[config.mk]
export PLATFORM = sky130hd
export DESIGN_NAME = inv_addkey_mixcol
export DESIGN_NICKNAME = d
export VERILOG_FILES = /design/src/rtl/aes_dec_pkg.sv /design/src/rtl/inv_mix_column.sv /design/src/rtl/inv_addkey_mixcol.sv
export SDC_FILE = /design/constraint.sdc
export NUM_CORES = 1
export LEC_CHECK = 0
export ABC_AREA = 1
export CORE_UTILIZATION = 46
export CTS_CLUSTER_SIZE = 28
export DETAILED_ROUTE_END_ITERATION = 6
export PLACE_DENSITY = 0.79
export SETUP_SLACK_MARGIN = 0.1
export SLEW_MARGIN = 20
export SYNTH_ARGS = -nofsm -noshare
export SYNTH_HDL_FRONTEND = slang
export SYNTH_SLANG_ARGS = --single-unit
[constraint.sdc]
create_clock -name i_clk -period 2.8 [get_ports i_clk]
set_input_delay 0.84 -clock i_clk [delete_from_list [all_inputs] [get_ports i_clk]]
set_output_delay 0.84 -clock i_clk [all_outputs]
set_load 0.01 [all_outputs]
[src/rtl/aes_dec_pkg.sv]
// rtl/aes_dec_pkg.sv - shared types and GF(2^8) helpers for the AES decryption datapath
package aes_dec_pkg;

  typedef logic [127:0] aes_state_t;
  typedef logic [31:0]  aes_col_t;

  typedef enum logic [1:0] {
    ST_IDLE = 2'd0,
    ST_BUSY = 2'd1,
    ST_DONE = 2'd2
  } fsm_state_t;

  localparam logic [7:0] GF_POLY = 8'h1B;

  function automatic logic [7:0] xtime(input logic [7:0] a);
    xtime = {a[6:0], 1'b0} ^ (a[7] ? GF_POLY : 8'h00);
  endfunction

  function automatic logic [7:0] gf_mul09(input logic [7:0] a);
    gf_mul09 = xtime(xtime(xtime(a))) ^ a;
  endfunction

  function automatic logic [7:0] gf_mul0b(input logic [7:0] a);
    gf_mul0b = xtime(xtime(xtime(a))) ^ xtime(a) ^ a;
  endfunction

  function automatic logic [7:0] gf_mul0d(input logic [7:0] a);
    gf_mul0d = xtime(xtime(xtime(a))) ^ xtime(xtime(a)) ^ a;
  endfunction

  function automatic logic [7:0] gf_mul0e(input logic [7:0] a);
    gf_mul0e = xtime(xtime(xtime(a))) ^ xtime(xtime(a)) ^ xtime(a);
  endfunction

endpackage

[src/rtl/inv_mix_column.sv]
// rtl/inv_mix_column.sv - combinational InvMixColumns on one 32-bit column
module inv_mix_column
  import aes_dec_pkg::*;
(
  input  aes_col_t i_col,
  output aes_col_t o_col
);

  logic [7:0] w_a0, w_a1, w_a2, w_a3;

  assign {w_a0, w_a1, w_a2, w_a3} = i_col;

  assign o_col[31:24] = gf_mul0e(w_a0) ^ gf_mul0b(w_a1) ^ gf_mul0d(w_a2) ^ gf_mul09(w_a3);
  assign o_col[23:16] = gf_mul09(w_a0) ^ gf_mul0e(w_a1) ^ gf_mul0b(w_a2) ^ gf_mul0d(w_a3);
  assign o_col[15:8]  = gf_mul0d(w_a0) ^ gf_mul09(w_a1) ^ gf_mul0e(w_a2) ^ gf_mul0b(w_a3);
  assign o_col[7:0]   = gf_mul0b(w_a0) ^ gf_mul0d(w_a1) ^ gf_mul09(w_a2) ^ gf_mul0e(w_a3);

endmodule

[src/rtl/inv_addkey_mixcol.sv]
// rtl/inv_addkey_mixcol.sv - AddRoundKey then column-serial InvMixColumns with valid/ready on both sides
module inv_addkey_mixcol
  import aes_dec_pkg::*;
#(
  parameter int COLS = 4
) (
  input  logic         i_clk,
  input  logic         i_rst_n,
  input  logic         i_in_valid,
  output logic         o_in_ready,
  input  aes_state_t   i_in_data,
  input  aes_state_t   i_in_key,
  input  logic         i_in_last,
  output logic         o_out_valid,
  input  logic         i_out_ready,
  output aes_state_t   o_out_data
);

  localparam int COL_W = (COLS > 1) ? $clog2(COLS) : 1;

  fsm_state_t       r_state;
  aes_state_t       r_buf;
  logic [COL_W-1:0] r_col;
  logic             r_last;
  logic             r_out_valid;

  aes_col_t   w_col_in;
  aes_col_t   w_col_mix;
  aes_col_t   w_col_out;
  aes_state_t w_buf_next;
  logic       w_accept;

  inv_mix_column u_imc (
    .i_col (w_col_in),
    .o_col (w_col_mix)
  );

  // Column 0 occupies the MSBs; the single mixer is shared across columns via r_col.
  always_comb begin
    w_col_in = '0;
    for (int c = 0; c < COLS; c++) begin
      if (r_col == COL_W'(c)) w_col_in = r_buf[127-32*c -: 32];
    end
  end

  assign w_col_out = r_last ? w_col_in : w_col_mix;

  always_comb begin
    w_buf_next = r_buf;
    for (int c = 0; c < COLS; c++) begin
      if (r_col == COL_W'(c)) w_buf_next[127-32*c -: 32] = w_col_out;
    end
  end

  assign o_in_ready  = (r_state == ST_IDLE) || ((r_state == ST_DONE) && i_out_ready);
  assign w_accept    = i_in_valid && o_in_ready;
  assign o_out_valid = r_out_valid;
  assign o_out_data  = r_buf;

  always_ff @(posedge i_clk or negedge i_rst_n) begin
    if (!i_rst_n) begin
      r_state     <= ST_IDLE;
      r_buf       <= '0;
      r_col       <= '0;
      r_last      <= 1'b0;
      r_out_valid <= 1'b0;
    end else begin
      case (r_state)
        ST_IDLE: begin
          if (w_accept) begin
            r_buf   <= i_in_data ^ i_in_key;
            r_last  <= i_in_last;
            r_col   <= '0;
            r_state <= ST_BUSY;
          end
        end
        ST_BUSY: begin
          r_buf <= w_buf_next;
          r_col <= r_col + 1'b1;
          if (r_col == COL_W'(COLS - 1)) begin
            r_col       <= '0;
            r_state     <= ST_DONE;
            r_out_valid <= 1'b1;
          end
        end
        ST_DONE: begin
          if (i_out_ready) begin
            r_out_valid <= 1'b0;
            if (w_accept) begin
              r_buf   <= i_in_data ^ i_in_key;
              r_last  <= i_in_last;
              r_col   <= '0;
              r_state <= ST_BUSY;
            end else begin
              r_state <= ST_IDLE;
            end
          end
        end
        default: begin
          r_state     <= ST_IDLE;
          r_out_valid <= 1'b0;
        end
      endcase
    end
  end

endmodule

==> results.sh, run 1 <==
export IMPL_status="did not finish"
export IMPL_stop_stage="5_1_grt"
export IMPL_tool_error="[ERROR GRT-0232] Routing congestion too high. Check the congestion heatmap in the GUI."
export IMPL_start_util_pct=47.33
export IMPL_synth_edf_count=0
export IMPL_rows=60
export IMPL_synth_ff_type="dfrtp_1"
export IMPL_synth_seq_cells=134
export IMPL_synth_area_leaders="dfrtp_1 26%, nand2_1 21%, a21oi_1 11%, nor2_1 6.7%, o21ai_0 6.3%"
export IMPL_grt_max_degree=62
export IMPL_place_congestion=1.040
export IMPL_ios=391
export IMPL_netlist_area_um2=12860
export IMPL_h_tree_depth=4
export IMPL_clock_path_buffers=2
export IMPL_synth_avg_cell_area_um2=6.047
export IMPL_worst_endpoint_kind="register input"
export IMPL_grt_worst_endpoint="o_out_data[34]$_DFFE_PN0P_/D"
export IMPL_syn_nets=2392
export IMPL_placed_area_um2=19130
export IMPL_dp_hpwl_um=53270
export IMPL_overflow=23
export IMPL_cts_buffers=17
export IMPL_synth_top_area_share_pct=26.07
export IMPL_hold_buffers=0
export IMPL_async_flop_share_pct=100.0
export IMPL_synthCells=2127
export IMPL_root_buffer="clkbuf_16"
export IMPL_die_x_um=169.2
export IMPL_synth_top_cell_by_area="dfrtp_1"
export IMPL_port_buffers=390
export IMPL_seq_area_frac_synth_pct=26.07
export IMPL_yosysUniqueCellTypes=43
export IMPL_track_usage_pct=81.66
export IMPL_clkSinkCount=134
export IMPL_die_h_um=169.2
export IMPL_synth_warnings=0
==> per-layer routing <==
metal  global-route usage [%]  GRT overflow
met5                    50.78             0
met1                    80.52             0
met4                    82.49            10
met2                    95.24            13
met3                    69.38             0
==> cells in the mapped netlist (all sizes together), types with 3 or more instances <==
| master | n |
|---|---|
| or2 | 17 |
| a22oi | 3 |
| o21bai | 10 |
| nand4 | 4 |
| buf | 33 |
| nor2 | 235 |
| o21ai | 172 |
| a21boi | 7 |
| nand2 | 751 |
| a21oi | 282 |
| xnor2 | 36 |
| nand3 | 145 |
| ha | 4 |
| clkbuf | 47 |
| dfrtp | 134 |
| xor2 | 76 |
| nand3b | 8 |
| inv | 157 |
==> cell families after synthesis <==
| family | share of synthesized area [%] |
|---|---|
| simple gates | 37.15 |
| compound gates | 20.30 |
| buf+inv | 8.055 |
| flops | 26.07 |
| xor+xnor | 8.035 |
| fa+ha+maj | 0.3891 |
==> timing repair <==
action / 4_1_cts
resized for setup: 420
pin swaps: 126
setup endpoints to repair: 129
cloned: 4
buffers inserted: 44
==> per-stage QoR <==
stage               std cells  TNS (ns)  util, %  worst slack [ns]
CTS                      3151    -12.08    80.65           -0.1813
detailed placement       3071    -43.58    70.40           -0.5626
global placement         3071    -30.23    70.40           -0.4012
floorplan                2127         0        -            0.3251
==> run 2: changes to the inputs <==
--- a/config.mk
+++ b/config.mk
@@ -6,11 +6,9 @@
 export NUM_CORES = 1
 export LEC_CHECK = 0
 export ABC_AREA = 1
-export CORE_UTILIZATION = 46
-export CTS_CLUSTER_SIZE = 28
+export CORE_UTILIZATION = 31
 export DETAILED_ROUTE_END_ITERATION = 6
-export PLACE_DENSITY = 0.79
-export SETUP_SLACK_MARGIN = 0.1
+export PLACE_DENSITY_LB_ADDON = 0.15
 export SLEW_MARGIN = 20
 export SYNTH_ARGS = -nofsm -noshare
 export SYNTH_HDL_FRONTEND = slang
==> run 2 against run 1 <==
Net effect: the flow now finishes, with violations (negative setup slack); synthesized cell count unchanged; synthesized area did not move.
==> results.sh, run 2 <==
export IMPL_status="finished with violations"
export IMPL_violations="negative setup slack"
export IMPL_die_x_um=205.7
export IMPL_yosysUniqueCellTypes=43
export IMPL_synth_top_cell_by_area="dfrtp_1"
export IMPL_synthCells=2127
export IMPL_synth_area_leaders="dfrtp_1 26%, nand2_1 21%, a21oi_1 11%, nor2_1 6.7%, o21ai_0 6.3%"
export IMPL_largest_register_ffs=128
export IMPL_place_congestion=1.010
export IMPL_cp_num_buf_inv=5
export IMPL_cp_max_fo=7
export IMPL_nets=3061
export IMPL_root_buffer="clkbuf_16"
export IMPL_core_um2=40830
export IMPL_finalSetupViolCount=126
export IMPL_fmax_ghz=0.3306
export IMPL_synth_commonest_cells="711 x nand2_1, 271 x a21oi_1, 229 x nor2_1"
export IMPL_cts_tree="done"
export IMPL_netlist_area_um2=12860
export IMPL_clock_path_buffers=2
export IMPL_wl_um=67380
export IMPL_final_cell_mix="557 x nand2_1, 389 x clkdlybuf4s50_1, 271 x buf_4"
export IMPL_worstSetupStartpointType="register"
export IMPL_rsz0062_at_grt="true"
export IMPL_worst_slew_pin_slew_ns=0.5309
export IMPL_post_drt_via_cell_ratio=5.024
export IMPL_seq_area_frac_synth_pct=26.07
export IMPL_die_h_um=205.7
export IMPL_hold_violations=0
export IMPL_layout_commonest_cell="nand2_1"
export IMPL_slowest_delay_ns=0.39
export IMPL_reg2reg_depth=19
export IMPL_cp_arrival_ns=3.35
export IMPL_synth_avg_cell_area_um2=6.047
export IMPL_wl_per_cell_um=20.17
export IMPL_syn_nets=2392
export IMPL_synth_top_area_share_pct=26.07
export IMPL_holdWs_ns=0.3427
export IMPL_synth_edf_count=0
export IMPL_skew_ns=0.01403
export IMPL_via_count=16790
export IMPL_clk_latency_ns=0.44
export IMPL_first_iter_violations=1184
export IMPL_path_depth=19
export IMPL_finalMaxSlewViolations=0
export IMPL_start_util_pct=31.50
export IMPL_relSlewSlack_pct=64.23
export IMPL_overflow=0
export IMPL_grt_antenna_before_repair=0
export IMPL_path_class="reg -> reg"
export IMPL_cp_top_family="simple AND/OR/NAND/NOR gates"
export IMPL_min_path_type="in -> async"
export IMPL_grt_pass1_wl_um=97740
export IMPL_rr_startpoint="r_col[1]"
export IMPL_startpoint="r_col[1]"
export IMPL_n_antenna_cell=0
export IMPL_synth_ff_type="dfrtp_1"
export IMPL_clkSinkCount=134
export IMPL_fin_area_um2=22380
export IMPL_placed_area_um2=19570
export IMPL_rows=74
export IMPL_ios=391
export IMPL_crit_slowest_cell="dfrtp_1"
export IMPL_drtPass1Iterations=5
export IMPL_worst_ep_required_time_ns=3.12
export IMPL_grt_pass1_vias=15890
export IMPL_post_route_min_period_ns=3.025
export IMPL_synth_warnings=0
export IMPL_grt_max_degree=57
export IMPL_rr_endpoint="o_out_data[49]"
export IMPL_port_buffers=390
export IMPL_drive_gt1_share_pct=27.59
export IMPL_synth_seq_cells=134
export IMPL_ant_nets=0
export IMPL_clkTransAtPathRegs_ns=0.07
export IMPL_drc=0
export IMPL_post_route_period_util_pct=108.0
export IMPL_max_cap_violations=0
export IMPL_crit_end="o_out_data[49]"
export IMPL_hold_buffers=0
export IMPL_worstSetupEndpointType="register"
export IMPL_async_flop_share_pct=100.0
export IMPL_finalWorstSetupSlack_ns=-0.2249
export IMPL_dieArea_um2=42310
export IMPL_track_usage_pct=31.40
export IMPL_syn2layout_area_growth_pct=73.96
export IMPL_dp_hpwl_um=55170
export IMPL_crit_chain="inv_2, ha_4, nor2_8, buf_4, nand2_1, nand2_2, buf_6, a21boi_4, buf_4, nand2_2, nand3_2, nand2_2, buf_4, xor2_1, or2_1, nand3b_1, nand3_2, nand2_4, a21oi_1"
export IMPL_place_ws_ns=-0.4452
export IMPL_h_tree_depth=4
export IMPL_yosysMostFrequentCell="nand2_1"
export IMPL_r2r_setup_slack_ns=-0.22
export IMPL_cts_buffers=17
## run 2: cell counts after synthesis
Identical to the previous run, type by type.
## run 2: timing repair
| action | 4_1_cts | 5_1_grt |
|---|---|---|
| pin swaps | 39 | 88 |
| buffers inserted | 16 | 26 |
| setup endpoints to repair | 129 | 129 |
| gates cloned | 0 | 1 |
| gates resized for setup | 193 | 242 |
## run 2: through the flow
step           utilization, %  cells  TNS (ns)
2_1_floorplan               -   2127         0
3_5_place_dp            47.93   3268    -43.16
4_1_cts                 51.74   3316    -20.78
6_report                54.80   3341    -14.19
3_3_place_gp            47.93   3268    -39.05
5_1_grt                 54.80   3341    -33.15
## run 2: how the worst min path moves through the flow
stage / depth (start not counted) / end / from
after floorplan: 1 / o_out_valid / r_state[1]
final: 1 / o_out_data[88] / i_rst_n
after CTS: 1 / o_out_data[88] / i_rst_n
after detailed placement: 1 / o_out_valid / r_state[1]
after global placement: 1 / o_out_valid / r_state[1]
after global routing: 1 / o_out_data[88] / i_rst_n
## run 2: area by class of cell
cell class	instances	area [µm²]
inverter	158	608.1
clock buffer	18	439.2
multi-input combinational	1755	10180
clock inverter	14	187.7
fill	3970	18460
sequential	134	3354
tap	532	665.6
timing repair buffer	730	6939
## run 2: layer usage
metal	vias up	track usage, %	part of all wire (%)
li1	8173	-	-
met1	7963	42.43	44
met2	566	52.51	48
met3	83	3.516	5.2
met4	0	8.810	2.7
met5	-	0	0
## run 2: cells by family (layout without fill, tap and decap cells)
kind of cell	count (synthesis)	count (layout)	synth area share, %
xor gates and xnor gates	112	112	8.035
DFF	134	134	26.07
buffers and inverters	238	920	8.055
and+or+nand+nor	1162	1162	37.15
adders and majority gates	4	4	0.3891
AOI/OAI and AO/OA	477	477	20.30
## run 2: worst register-to-register path: stages, from the launching register on
cell      delay (ns)
dfrtp_1         0.39
inv_2           0.11
ha_4            0.23
nor2_8          0.09
buf_4           0.14
nand2_1         0.06
nand2_2         0.06
buf_6           0.12
a21boi_4        0.23
buf_4           0.16
nand2_2         0.07
nand3_2         0.10
nand2_2         0.07
buf_4           0.16
xor2_1          0.16
or2_1           0.23
nand3b_1        0.11
nand3_2         0.15
nand2_4         0.18
a21oi_1         0.08
Power of run 2 is not shown: default switching activity piles up to over one toggle a cycle in this logic, so the estimate is an artifact.
==> run 3: changes to the inputs <==
==> constraint.sdc (replaced) <==
create_clock -name i_clk -period 3 [get_ports i_clk]
set_input_delay 0.9 -clock i_clk [delete_from_list [all_inputs] [get_ports i_clk]]
set_output_delay 0.9 -clock i_clk [all_outputs]
set_load 0.01 [all_outputs]
==> run 3 against run 2 <==
Net effect: the run still ends with negative setup slack left; clock skew shrank 0.0011 ns; critical path type unchanged; design area shrank 3.4%; fmax shrank 0.39%; register-to-register slack gained 0.19 ns; die area is the same; via count shrank 1.1%; non-clock buffer count shrank 27; hold slack gained 0.11 ns; global-route usage shrank 0.24 points; worst setup slack gained 0.19 ns; count of clock-buffer cells in the layout shrank 1.
==> results.sh, run 3 (synthesis results as in run 2) <==
export IMPL_status="finished with violations"
export IMPL_violations="negative setup slack"
export IMPL_min_path_type="in -> async"
export IMPL_die_x_um=205.7
export IMPL_worst_ep_required_time_ns=3.31
export IMPL_clock_path_buffers=2
export IMPL_via_count=16600
export IMPL_ios=391
export IMPL_wl_um=66800
export IMPL_h_tree_depth=4
export IMPL_rr_endpoint="o_out_data[36]"
export IMPL_start_util_pct=31.50
export IMPL_finalWorstSetupSlack_ns=-0.03673
export IMPL_core_um2=40830
export IMPL_crit_slowest_cell="dfrtp_1"
export IMPL_hold_buffers=0
export IMPL_grt_max_degree=65
export IMPL_max_cap_violations=0
export IMPL_final_cell_mix="594 x nand2_1, 388 x clkdlybuf4s50_1, 259 x buf_4"
export IMPL_nets=3035
export IMPL_holdWs_ns=0.4573
export IMPL_worstSetupStartpointType="register"
export IMPL_dp_hpwl_um=55390
export IMPL_r2r_setup_slack_ns=-0.04
export IMPL_post_route_period_util_pct=101.2
export IMPL_rows=74
export IMPL_path_class="reg -> reg"
export IMPL_rr_startpoint="r_col[0]"
export IMPL_grt_pass1_wl_um=97310
export IMPL_clk_latency_ns=0.43
export IMPL_multi_input_area_um2=9624
export IMPL_cts_buffers=17
export IMPL_worst_slew_pin_slew_ns=0.7413
export IMPL_ant_nets=0
export IMPL_drtPass1Iterations=5
export IMPL_overflow=0
export IMPL_fmax_ghz=0.3293
export IMPL_die_h_um=205.7
export IMPL_skew_ns=0.01289
export IMPL_grt_antenna_before_repair=2
export IMPL_port_buffers=390
export IMPL_hold_violations=0
export IMPL_cp_top_family="simple AND/OR/NAND/NOR gates"
export IMPL_reg2reg_depth=23
export IMPL_largest_register_ffs=128
export IMPL_post_route_min_period_ns=3.037
export IMPL_post_drt_via_cell_ratio=5.012
export IMPL_track_usage_pct=31.16
export IMPL_dieArea_um2=42310
export IMPL_drive_gt1_share_pct=23.53
export IMPL_cp_num_buf_inv=7
export IMPL_worstSetupEndpointType="register"
export IMPL_seq_area_um2=3353
export IMPL_clkSinkCount=134
export IMPL_cpMostUsedCell="nand2_1"
export IMPL_place_congestion=0.9686
export IMPL_wl_per_cell_um=20.17
export IMPL_crit_chain="inv_2, ha_2, inv_2, nor2_8, buf_12, buf_4, nand2_1, nand2_1, nand2_2, a21oi_4, buf_4, nand3_1, nand2_1, nand3_1, nand2_2, inv_1, nand2_2, nand2_1, nand2_1, nand3_2, nand2_1, buf_4, a21oi_1"
export IMPL_rsz0062_at_grt="true"
export IMPL_root_buffer="clkbuf_16"
export IMPL_finalMaxSlewViolations=0
export IMPL_finalSetupViolCount=5
export IMPL_fillCellCount=4083
export IMPL_n_antenna_cell=0
export IMPL_syn2layout_area_growth_pct=67.97
export IMPL_grt_pass1_vias=15840
export IMPL_layout_commonest_cell="nand2_1"
export IMPL_relSlewSlack_pct=50.39
export IMPL_clkTransAtPathRegs_ns=0.06
export IMPL_first_iter_violations=1323
export IMPL_slowest_delay_ns=0.43
export IMPL_drc=0
export IMPL_cp_arrival_ns=3.35
export IMPL_cp_max_fo=10
export IMPL_cts_tree="done"
## run 3: cell count changes in the layout (fill, tap and decap cells not counted), moves of 9 or more
cell and change:
nand3_1 +9, nand2_1 +37, xor2_1 +12, a21oi_1 +21, nand2_2 -23, nand2_4 -15
a21oi_2 -19, buf_4 -12, buf_6 -18
## run 3: timing repair
| action | CTS | global route |
|---|---|---|
| pin swaps | 32 | 44 |
| buffers inserted | 11 | 7 |
| endpoints found under the setup margin | 127 | 128 |
| gates resized for setup | 109 | 189 |
| gates cloned | 0 | 2 |
## run 3: per-layer routing
metal | part of all wire (%) | global-route usage, % | wire, µm | vias up
met1 | 45 | 42.34 | 29830 | 7851
met4 | 2.8 | 8.915 | 1865 | 0
met3 | 5.6 | 3.674 | 3732 | 65
li1 | - | - | - | 8120
met2 | 47 | 51.59 | 31370 | 563
met5 | 0 | 0 | 0 | -
## run 3: metrics by stage
step	instances	TNS, ns	setup slack [ns]	cell area (µm²)	util [%]
2_1_floorplan	2127	0	0.5251	12860	-
3_3_place_gp	3263	-16.47	-0.2888	19580	47.96
3_5_place_dp	3263	-19.37	-0.3300	19580	47.96
4_1_cts	3303	-0.6429	-0.04762	20740	50.79
5_1_grt	3312	-12.52	-0.1946	21600	52.91
6_report	3312	-0.1355	-0.03673	21600	52.91
## run 3: final cells by class
cell class                 count  area share, %
clock inverter                12         0.9440
clock buffer                  17          1.969
inverter                     158          2.815
tap                          532          3.081
sequential                   134          15.52
multi-input combinational   1755          44.55
timing repair buffer         703          31.08
timing repair inverter         1        0.04054
## run 3: worst max-delay path by stage
stage | startpoint | depth (start not counted) | to | slack (ns)
after floorplan | r_col[0] | 19 | o_out_data[109] | 0.53
after global placement | r_col[1] | 16 | o_out_data[39] | -0.29
after detailed placement | r_col[1] | 16 | o_out_data[39] | -0.33
after CTS | r_col[1] | 22 | o_out_data[58] | -0.05
after global routing | r_col[0] | 21 | o_out_data[20] | -0.19
final | r_col[0] | 23 | o_out_data[36] | -0.04
Power of run 3 is left out for the same reason.
==> run 4: changes to the inputs <==
--- a/config.mk
+++ b/config.mk
@@ -6,9 +6,11 @@
 export NUM_CORES = 1
 export LEC_CHECK = 0
 export ABC_AREA = 1
+export CAP_MARGIN = 10
 export CORE_UTILIZATION = 31
 export DETAILED_ROUTE_END_ITERATION = 6
 export PLACE_DENSITY_LB_ADDON = 0.15
+export RECOVER_POWER = 25
 export SLEW_MARGIN = 20
 export SYNTH_ARGS = -nofsm -noshare
 export SYNTH_HDL_FRONTEND = slang
==> run 4 against run 3 <==
Net effect: the run ends with design-rule violations, max-capacitance violations, max-slew violations, negative setup slack left; sequential share of layout area barely moved; worst setup slack improved by 0.010 ns; flip-flop and latch count unchanged; via count fell by 0.17%; clock skew is 0.00093 ns higher; largest cell class unchanged; final cell count unchanged; non-clock buffer count unchanged; hold slack got worse by 0.0033 ns.
==> results.sh, run 4 (synthesis results as in run 2) <==
export IMPL_r2r_setup_slack_ns=-0.03
export IMPL_cts_buffers=17
export IMPL_cp_arrival_ns=3.34
export IMPL_startpoint="r_col[0]"
export IMPL_ant_nets=0
export IMPL_place_inst=3263
export IMPL_worstSetupEndpointType="register"
export IMPL_die_h_um=205.7
export IMPL_root_buffer="clkbuf_16"
export IMPL_slowest_delay_ns=0.43
export IMPL_ios=391
export IMPL_nets=3035
export IMPL_core_um2=40830
export IMPL_worst_ep_required_time_ns=3.31
export IMPL_hold_violations=0
export IMPL_crit_slowest_cell="dfrtp_1"
export IMPL_reg2reg_depth=23
export IMPL_worst_slew_pin_slew_ns=1.687
export IMPL_track_usage_pct=31.16
export IMPL_crit_end="o_out_data[36]"
export IMPL_placed_area_um2=19580
export IMPL_place_congestion=0.9686
export IMPL_cp_num_buf_inv=7
export IMPL_rr_endpoint="o_out_data[36]"
export IMPL_grt_pass1_wl_um=97310
export IMPL_n_antenna_cell=0
export IMPL_grt_max_degree=65
export IMPL_clkSinkCount=134
export IMPL_fin_cells=3312
export IMPL_post_route_min_period_ns=3.026
export IMPL_first_iter_violations=1326
export IMPL_finalSetupViolCount=8
export IMPL_port_buffers=390
export IMPL_path_class="reg -> reg"
export IMPL_via_count=16570
export IMPL_worstSetupStartpointType="register"
export IMPL_wl_um=66710
export IMPL_layout_commonest_cell="nand2_1"
export IMPL_rr_startpoint="r_col[0]"
export IMPL_skew_ns=0.01382
export IMPL_crit_chain="inv_2, ha_2, inv_2, nor2_8, buf_12, buf_4, nand2_1, nand2_1, nand2_2, a21oi_4, buf_4, nand3_1, nand2_1, nand3_1, nand2_2, inv_1, nand2_2, nand2_1, nand2_1, nand3_2, nand2_1, buf_4, a21oi_1"
export IMPL_syn2layout_area_growth_pct=67.82
export IMPL_clkTransAtPathRegs_ns=0.06
export IMPL_holdPathStages=1
export IMPL_dp_hpwl_um=55390
export IMPL_grt_pass1_vias=15840
export IMPL_finalWorstSetupSlack_ns=-0.02625
export IMPL_status="finished with violations"
export IMPL_path_depth=23
export IMPL_cts_tree="done"
export IMPL_post_drt_via_cell_ratio=5.003
export IMPL_wl_per_cell_um=20.14
export IMPL_relSlewSlack_pct=-12.47
export IMPL_fin_util_pct=52.87
export IMPL_min_path_type="reg -> reg"
export IMPL_h_tree_depth=4
export IMPL_drtPass1Iterations=7
export IMPL_overflow=0
export IMPL_max_cap_violations=1
export IMPL_cpMostUsedCell="nand2_1"
export IMPL_hold_buffers=0
export IMPL_grt_antenna_before_repair=2
export IMPL_finalMaxSlewViolations=65
export IMPL_start_util_pct=31.50
export IMPL_rsz0062_at_grt="true"
export IMPL_cp_max_fo=10
export IMPL_fin_area_um2=21590
export IMPL_fmax_ghz=0.3304
export IMPL_post_route_period_util_pct=100.9
export IMPL_largest_register_ffs=128
export IMPL_clk_latency_ns=0.43
export IMPL_rows=74
export IMPL_die_x_um=205.7
export IMPL_cp_top_family="simple AND/OR/NAND/NOR gates"
export IMPL_violations="design-rule violations, max-capacitance violations, max-slew violations, negative setup slack"
export IMPL_dieArea_um2=42310
export IMPL_drive_gt1_share_pct=23.53
export IMPL_final_cell_mix="594 x nand2_1, 388 x clkdlybuf4s50_1, 259 x buf_4"
export IMPL_clock_path_buffers=2
export IMPL_drc=14
run 4: cell count changes in the layout (fill, tap and decap cells not counted), sizes merged:
cell / delta
clkbuf: +2
buf: -2
run 4: what timing repair did:
action | in CTS | in global routing
endpoints found under the hold margin | 0 | 0
gates resized for setup | 109 | 189
gates cloned | 0 | 2
pin swaps | 32 | 44
setup buffers | 11 | 7
setup endpoints to repair | 127 | 128
run 4: worst min path at each step:
stage / slack [ns] / from / endpoint
after floorplan: 0.42 / r_state[1] / o_out_valid
after global placement: 0.43 / r_state[1] / o_out_valid
after detailed placement: 0.45 / r_state[1] / o_out_valid
after CTS: 0.45 / r_state[1] / o_out_valid
after global routing: 0.47 / r_state[1] / o_out_valid
final: 0.45 / r_state[1] / o_out_valid
run 4: metal layers:
layer | vias up | part of all wire [%] | GRT usage (%)
met5 | - | 0 | 0
met4 | 0 | 2.9 | 8.915
met3 | 65 | 6.3 | 3.674
met2 | 562 | 47 | 51.59
met1 | 7823 | 44 | 42.34
li1 | 8121 | - | -
run 4: area by class of cell:
class / count / area (µm²)
Timing Repair inverter: 1 / 8.758
Clock inverter: 12 / 203.9
Tap cell: 532 / 665.6
Sequential cell: 134 / 3353
Timing Repair Buffer: 703 / 6696
Clock buffer: 17 / 425.4
Multi-Input combinational cell: 1755 / 9624
Fill cell: 4087 / 19250
Inverter: 158 / 608.1
run 4: worst reg2reg max path, stage by stage, from the launching register on:
cell	delay, ns
dfrtp_1	0.43
inv_2	0.11
ha_2	0.20
inv_2	0.06
nor2_8	0.13
buf_12	0.14
buf_4	0.11
nand2_1	0.04
nand2_1	0.08
nand2_2	0.08
a21oi_4	0.24
buf_4	0.17
nand3_1	0.07
nand2_1	0.10
nand3_1	0.09
nand2_2	0.14
inv_1	0.07
nand2_2	0.09
nand2_1	0.06
nand2_1	0.07
nand3_2	0.11
nand2_1	0.10
buf_4	0.15
a21oi_1	0.07
run 4: per-stage QoR:
stage / worst slack [ns] / hold WS (ns) / setup TNS [ns]
floorplan: 0.5251 / 0.4215 / 0
global placement: -0.2888 / 0.4258 / -16.47
detailed placement: -0.3300 / 0.4518 / -19.37
CTS: -0.04762 / 0.4523 / -0.6429
global route: -0.1946 / 0.4653 / -12.52
finish: -0.02625 / 0.4540 / -0.1100
Power of run 4 is left out for the same reason.
